==> config.mk <==
export PLATFORM = sky130hd
export DESIGN_NAME = pll_reset_sequencer_flat
export DESIGN_NICKNAME = d
export VERILOG_FILES = /design/src/rtl/pll_seq_pkg.sv /design/src/rtl/pll_reset_sequencer_if.sv /design/src/rtl/pll_reset_sequencer_sync_2ff.sv /design/src/rtl/pll_reset_sequencer.sv /design/src/flat_wrapper.sv
export SDC_FILE = /design/constraint.sdc
export NUM_CORES = 1
export LEC_CHECK = 0
export CORE_MARGIN = 5
export CORE_UTILIZATION = 50
export DETAILED_ROUTE_END_ITERATION = 8
export PLACE_DENSITY = 0.73
export SLEW_MARGIN = 30
export SYNTH_ARGS = -nofsm -noshare
export SYNTH_HDL_FRONTEND = slang
export SYNTH_SLANG_ARGS = --single-unit
==> constraint.sdc <==
create_clock -name clk -period 2.6 [get_ports clk]
set_input_delay 0.52 -clock clk [delete_from_list [all_inputs] [get_ports clk]]
set_output_delay 0.52 -clock clk [all_outputs]
set_load 0.05 [all_outputs]
==> src/rtl/pll_seq_pkg.sv <==
// rtl/pll_seq_pkg.sv - shared state encoding and width helpers for the PLL reset sequencer
package pll_seq_pkg;

  typedef enum logic [2:0] {
    PLL_RST,
    WAIT_LOCK,
    STABLE,
    RUN,
    FAULT,
    BYPASS
  } state_t;

  function automatic int timer_width(input int a, input int b, input int c);
    int m;
    m = a;
    if (b > m) m = b;
    if (c > m) m = c;
    return (m < 2) ? 1 : $clog2(m);
  endfunction

  // Never narrower than 2 bits so small retry limits keep a usable status field.
  function automatic int retry_width(input int max_retries);
    int w;
    w = $clog2(max_retries + 1);
    return (w < 2) ? 2 : w;
  endfunction

endpackage

==> src/rtl/pll_reset_sequencer_if.sv <==
// rtl/pll_reset_sequencer_if.sv - PLL control, lock input and status bundle of the sequencer
interface pll_reset_sequencer_if #(
  parameter int RC_W  = 2,
  parameter int CNT_W = 8
);
  logic             restart;
  logic             pll_lock;
  logic             pll_resetb;
  logic             pll_bypass;
  logic             sys_rst;
  logic             ready;
  logic             fault;
  logic [RC_W-1:0]  retry_count;
  logic [CNT_W-1:0] lock_loss_count;

  modport master (
    input  restart, pll_lock,
    output pll_resetb, pll_bypass, sys_rst, ready, fault, retry_count, lock_loss_count
  );

  modport slave (
    output restart, pll_lock,
    input  pll_resetb, pll_bypass, sys_rst, ready, fault, retry_count, lock_loss_count
  );
endinterface

==> src/rtl/pll_reset_sequencer_sync_2ff.sv <==
// rtl/pll_reset_sequencer_sync_2ff.sv - 1-bit two-flop synchroniser, async active-high reset to 0
module sync_2ff (
  input  logic clk,
  input  logic rst,
  input  logic d,
  output logic q
);
  logic meta;

  always_ff @(posedge clk or posedge rst) begin
    if (rst) begin
      meta <= 1'b0;
      q    <= 1'b0;
    end else begin
      meta <= d;
      q    <= meta;
    end
  end
endmodule

==> src/rtl/pll_reset_sequencer.sv <==
// rtl/pll_reset_sequencer.sv - PLL bring-up/lock supervisor and system reset source; optional PLL_BYPASS_FALLBACK_EN
module pll_reset_sequencer
  import pll_seq_pkg::*;
#(
  parameter int RESET_CYCLES  = 16,
  parameter int LOCK_TIMEOUT  = 4096,
  parameter int STABLE_CYCLES = 256,
  parameter int MAX_RETRIES   = 3,
  parameter int CNT_W         = 8
) (
  input  logic                  clk,
  input  logic                  rst,
  pll_reset_sequencer_if.master bus
);
  localparam int TW   = timer_width(RESET_CYCLES, LOCK_TIMEOUT, STABLE_CYCLES);
  localparam int RC_W = retry_width(MAX_RETRIES);

`ifdef PLL_BYPASS_FALLBACK_EN
  localparam state_t EXHAUSTED = BYPASS;
`else
  localparam state_t EXHAUSTED = FAULT;
`endif

  state_t           state_q, state_d;
  logic [TW-1:0]    timer_q, timer_d;
  logic [RC_W-1:0]  retry_q, retry_d;
  logic [CNT_W-1:0] loss_q, loss_d;
  logic             resetb_q, resetb_d;
  logic             sys_rst_q, sys_rst_d;
  logic             ready_q, ready_d;
  logic             fault_q, fault_d;
  logic             bypass_d;
  logic             retry_path;
  logic             lock_s;

  sync_2ff u_lock_sync (
    .clk (clk),
    .rst (rst),
    .d   (bus.pll_lock),
    .q   (lock_s)
  );

  always_ff @(posedge clk or posedge rst) begin
    if (rst) begin
      state_q   <= PLL_RST;
      timer_q   <= '0;
      retry_q   <= '0;
      loss_q    <= '0;
      resetb_q  <= 1'b0;
      sys_rst_q <= 1'b1;
      ready_q   <= 1'b0;
      fault_q   <= 1'b0;
    end else begin
      state_q   <= state_d;
      timer_q   <= timer_d;
      retry_q   <= retry_d;
      loss_q    <= loss_d;
      resetb_q  <= resetb_d;
      sys_rst_q <= sys_rst_d;
      ready_q   <= ready_d;
      fault_q   <= fault_d;
    end
  end

  always_comb begin
    state_d    = state_q;
    timer_d    = timer_q;
    retry_d    = retry_q;
    loss_d     = loss_q;
    retry_path = 1'b0;

    if (bus.restart) begin
      state_d = PLL_RST;
      timer_d = '0;
      retry_d = '0;
    end else begin
      case (state_q)
        PLL_RST: begin
          if (timer_q == TW'(RESET_CYCLES - 1)) begin
            state_d = WAIT_LOCK;
            timer_d = '0;
          end else begin
            timer_d = timer_q + 1'b1;
          end
        end
        WAIT_LOCK: begin
          if (lock_s) begin
            state_d = STABLE;
            timer_d = '0;
          end else if (timer_q == TW'(LOCK_TIMEOUT - 1)) begin
            retry_path = 1'b1;
          end else begin
            timer_d = timer_q + 1'b1;
          end
        end
        // A drop on the final stable cycle must still count as a failed attempt.
        STABLE: begin
          if (!lock_s) begin
            retry_path = 1'b1;
          end else if (timer_q == TW'(STABLE_CYCLES - 1)) begin
            state_d = RUN;
            timer_d = '0;
            retry_d = '0;
          end else begin
            timer_d = timer_q + 1'b1;
          end
        end
        RUN: begin
          retry_d = '0;
          if (!lock_s) begin
            if (loss_q != {CNT_W{1'b1}}) loss_d = loss_q + 1'b1;
            state_d = PLL_RST;
            timer_d = '0;
          end
        end
        default: ;
      endcase

      if (retry_path) begin
        timer_d = '0;
        if (retry_q == RC_W'(MAX_RETRIES - 1)) begin
          state_d = EXHAUSTED;
        end else begin
          retry_d = retry_q + 1'b1;
          state_d = PLL_RST;
        end
      end
    end

    // Outputs are decoded from the next state so they register on the same edge.
    resetb_d  = 1'b1;
    sys_rst_d = 1'b1;
    ready_d   = 1'b0;
    fault_d   = 1'b0;
    bypass_d  = 1'b0;
    case (state_d)
      PLL_RST: resetb_d = 1'b0;
      RUN: begin
        sys_rst_d = 1'b0;
        ready_d   = 1'b1;
      end
      FAULT: begin
        resetb_d = 1'b0;
        fault_d  = 1'b1;
      end
`ifdef PLL_BYPASS_FALLBACK_EN
      BYPASS: begin
        resetb_d  = 1'b0;
        sys_rst_d = 1'b0;
        ready_d   = 1'b1;
        fault_d   = 1'b1;
        bypass_d  = 1'b1;
      end
`endif
      default: ;
    endcase
  end

`ifdef PLL_BYPASS_FALLBACK_EN
  logic bypass_q;

  always_ff @(posedge clk or posedge rst) begin
    if (rst) bypass_q <= 1'b0;
    else     bypass_q <= bypass_d;
  end

  assign bus.pll_bypass = bypass_q;
`else
  logic unused_bypass;
  assign unused_bypass  = bypass_d;
  assign bus.pll_bypass = 1'b0;
`endif

  assign bus.pll_resetb      = resetb_q;
  assign bus.sys_rst         = sys_rst_q;
  assign bus.ready           = ready_q;
  assign bus.fault           = fault_q;
  assign bus.retry_count     = retry_q;
  assign bus.lock_loss_count = loss_q;
endmodule

==> src/flat_wrapper.sv <==
// flat-port wrapper written by rule: the top's interface ports become plain ports
module pll_reset_sequencer_flat import pll_seq_pkg::*;
#(
  parameter int RESET_CYCLES  = 16,
  parameter int LOCK_TIMEOUT  = 4096,
  parameter int STABLE_CYCLES = 256,
  parameter int MAX_RETRIES   = 3,
  parameter int CNT_W         = 8
)
  (clk, rst, bus_restart, bus_pll_lock, bus_pll_resetb, bus_pll_bypass, bus_sys_rst, bus_ready, bus_fault, bus_retry_count, bus_lock_loss_count);
  pll_reset_sequencer_if #(.RC_W((retry_width(MAX_RETRIES))), .CNT_W(CNT_W)) bus_i ();
  input  logic clk;
  input  logic rst;
  input wire logic [$bits(bus_i.restart)-1:0] bus_restart;
  input wire logic [$bits(bus_i.pll_lock)-1:0] bus_pll_lock;
  output wire logic [$bits(bus_i.pll_resetb)-1:0] bus_pll_resetb;
  output wire logic [$bits(bus_i.pll_bypass)-1:0] bus_pll_bypass;
  output wire logic [$bits(bus_i.sys_rst)-1:0] bus_sys_rst;
  output wire logic [$bits(bus_i.ready)-1:0] bus_ready;
  output wire logic [$bits(bus_i.fault)-1:0] bus_fault;
  output wire logic [$bits(bus_i.retry_count)-1:0] bus_retry_count;
  output wire logic [$bits(bus_i.lock_loss_count)-1:0] bus_lock_loss_count;
  assign bus_i.restart = bus_restart;
  assign bus_i.pll_lock = bus_pll_lock;
  assign bus_pll_resetb = bus_i.pll_resetb;
  assign bus_pll_bypass = bus_i.pll_bypass;
  assign bus_sys_rst = bus_i.sys_rst;
  assign bus_ready = bus_i.ready;
  assign bus_fault = bus_i.fault;
  assign bus_retry_count = bus_i.retry_count;
  assign bus_lock_loss_count = bus_i.lock_loss_count;
  pll_reset_sequencer #(.RESET_CYCLES(RESET_CYCLES), .LOCK_TIMEOUT(LOCK_TIMEOUT), .STABLE_CYCLES(STABLE_CYCLES), .MAX_RETRIES(MAX_RETRIES), .CNT_W(CNT_W)) u_core (.clk(clk), .rst(rst), .bus(bus_i));
endmodule
==> metrics.md <==
| Metric | Value |
|---|---|
| Mapped Nets | 167 |
| Grt met3 use | 0.0438 |
| Critical path type | flip-flop to output pin |
| Final ANT Viol Nets | 0 |
| Max Cap Viol | 0 |
| Setup Buffers After CTS | 0 |
| Clock buffer depth | 2 |
| Clock Sinks | 31 |
| Worst ir drop on vdd | 0.000271 V |
| Antenna violations before repair | 0 |
| CTS root buffer | clkbuf_4 |
| Worst setup SP type | flip-flop |
| Vias/cell | 5.60 |
| Final wirelength | 3320 um |
| Fmax | 461 MHz |
| Die Area | 4480 um2 |
| Pre-antenna DRT Iters | 4 |
| Site row count | 20 |
| Layout cell share with drive strength beyond 1 | 0.0894 |
| FF-to-FF Start | u_core.timer_q[8] |
| CP max-delay cell | clkdlybuf4s50_1 |
| All-Layer GR Usage | 0.178 |
| Worst path required time | 2.08 ns |
| Placed inst area | 1800 um2 |
| Buffers & Inverters on Critical Path | 1 |
| Pleak | 0.784 nW |
| Worst-Margin Slew | 0.560 ns |
| CP Capture Type | output pin |
| Initial Util | 0.527 |
| Worst path max stage delay | 0.79 ns |
| Outcome | finished clean |
| Clock Skews | 0.00637 ns |
| Mapped Area | 1620 um2 |
| Number of DRC markers in iteration 0 | 90 |
| Tmin final | 2.17 ns |
| Largest fanout on the critical path | 1 |
| Busiest grt layer | met2 |
| Syn Inst Count | 161 |
| Final Hold Fails | 0 |
| WP data arrival | 1.65 ns |
| Die Ht | 67.0 um |
| GRT overflow | 0 |
| RSZ-0062 raised after global routing | false |
| First-pass GRT wire length | 5910 um |
| Post-CTS Resized | 0 |
| Mean routed wirelength per cell | 14.9 um |
| Synth unique cells | 47 |
| CTS hold repair buffers | 0 |
| Routing usage on met1 | 0.222 |
| Vias in the first global route | 1265 |
| Remaining DRCs | 0 |
| Post-detail-place hpwl | 2320 um |
| Total number of vias | 1248 |
| GPL Wtd Cong | 0.811 |
| IO Pins | 19 |
| Fin cells | 223 |
| Area added between synthesis and finish | 13.3% |
| Largest net degree at the start of global routing | 32 |
| Final Setup Violations | 0 |
| Clock Latency Late Sink | 0.34 ns |
| Clock Pin Slew Worst Setup and Hold Paths | 0.09 ns |
| Async set-reset flop share out of synthesis | 1.00 |
| Final worst-path cycle share | 0.834 |
| Count of final max-slew check failures | 0 |
| I/O Buffers | 17 |
| Start point of the critical path | u_core.bus.sys_rst |
| CTS tree | yes |
| Kind of cell adding the most delay to the critical path | buffers and inverters |
| HP Start | u_core.u_lock_sync.meta |
| Syn avg cell area | 10.1 um2 |
| Critical-path cell list | clkdlybuf4s50_1 |
| Yosys reg bits | 31 |
| Die Wd | 67.0 um |
| TritonCTS buffer count | 5 |
| Synth Warn # | 0 |
| Number of synthesized flops with an enable pin | 0 |
| Hold Crit Class | flip-flop to flip-flop |
| Core area | 3080 um2 |
| PwrDens | 436 nW/um2 |
| Finished Cell Area | 1840 um2 |
| H-tree lvl count | 2 |
| Nets | 186 |
| Dpl cells | 217 |
| N_diodes | 0 |
| Main synth FF type | dfrtp_1 |
| Post-synthesis sequential area ratio | 0.479 |
| Utilization after layout | 0.597 |
| Met2 global-route usage | 0.283 |
| Setup TNS | 0 ns |
| Worst slew margin relative to its limit | 0.623 |
==> cells in the final DEF (no fill, tap or decap), types with 5 or more instances in the layout <==
cell type / synthesis / routed
clkdlybuf4s50_1: 0 / 17
and3_1: 5 / 5
o21ai_0: 7 / 7
nand4_1: 7 / 7
clkbuf_4: 0 / 5
xnor2_1: 8 / 8
xor2_1: 10 / 10
dfrtp_1: 30 / 30
nor2_1: 24 / 24
nand2_1: 12 / 12
==> state kept, by name (all words and copies together), names as in the netlist <==
register and cells:
u_core.bus.fault 1, u_core.bus.lock_loss_count 8, u_core.bus.pll_resetb 1, u_core.bus.ready 1
u_core.bus.retry_count 2, u_core.bus.sys_rst 1, u_core.state_q 3, u_core.timer_q 12
u_core.u_lock_sync.meta 1, u_core.u_lock_sync.q 1
==> synthesized netlist by cell type (2+ instances only) <==
master | count | share of area
dfrtp_1 | 30 | 0.46
nor2_1 | 24 | 0.056
nand2_1 | 12 | 0.028
xor2_1 | 10 | 0.054
xnor2_1 | 8 | 0.043
nand4_1 | 7 | 0.027
o21ai_0 | 7 | 0.022
and3_1 | 5 | 0.019
a21oi_1 | 4 | 0.012
inv_1 | 4 | 0.0093
nand3_1 | 4 | 0.012
nor3_1 | 4 | 0.012
buf_4 | 2 | 0.0093
clkbuf_8 | 2 | 0.017
ha_1 | 2 | 0.015
nand2b_1 | 2 | 0.0077
nor2b_1 | 2 | 0.0077
nor3b_1 | 2 | 0.0093
or3_1 | 2 | 0.0077
==> final cells by class <==
type / instances / area, um2
Clock buffer: 6 / 41.3
Fill cell: 278 / 1240
Sequential cell: 31 / 777
Inverter: 4 / 15.0
Tap cell: 44 / 55.1
Timing Repair Buffer: 18 / 178
Multi-Input combinational cell: 120 / 772
==> cells by family (layout without fill, tap and decap cells) <==
family / after synthesis / in the layout / synth area share
fa+ha+maj: 2 / 2 / 0.0154
mux: 2 / 2 / 0.0131
other cells: 1 / 1 / 0.00231
simple gates: 73 / 73 / 0.240
buf+inv: 10 / 28 / 0.0447
flops: 31 / 31 / 0.479
compound gates: 24 / 24 / 0.108
xor+xnor: 18 / 18 / 0.0972
==> worst paths after layout <==
kind	end	cells past startpoint	slack (ns)
min in group asynchronous	u_core.bus.lock_loss_count[3]	3	0.56
max	bus_sys_rst	1	0.43
max in group asynchronous	u_core.bus.sys_rst	3	1.72
min	u_core.u_lock_sync.q	0	0.36
max reg2reg	u_core.timer_q[5]	5	0.55
min reg2reg	u_core.u_lock_sync.q	0	0.36
==> metrics by stage <==
step	hold WS (ns)	power (W)	worst slack [ns]
after detailed placement	0.339	0.000559	0.296
after global placement	0.346	0.000557	0.398
after global routing	0.373	0.000839	0.387
final	0.360	0.000801	0.430
after floorplan	0.331	0.000545	0.515
after CTS	0.362	0.000805	0.416
==> report_power, final <==
part | internal (W) | switching, W | leakage, nW
sequential | 0.000489 | 0.00000924 | 0.420
combinational | 0.0000175 | 0.0000336 | 0.340
clock | 0.0000959 | 0.000156 | 0.0242
==> worst register-to-register path, delay by kind of cell (launching register included) <==
kind	cells	cell delay, ns
flip-flops	1	0.45
AND/OR/NAND/NOR	3	0.92
AO/OA/AOI/OAI	2	0.58
==> routing by layer <==
metal / vias to the layer above / wire length [um]
met5: - / 0
li1: 602 / -
met1: 610 / 1480
met4: 0 / 77
met3: 9 / 164
met2: 27 / 1590
Note: power is estimated with default switching activity, not from simulation.
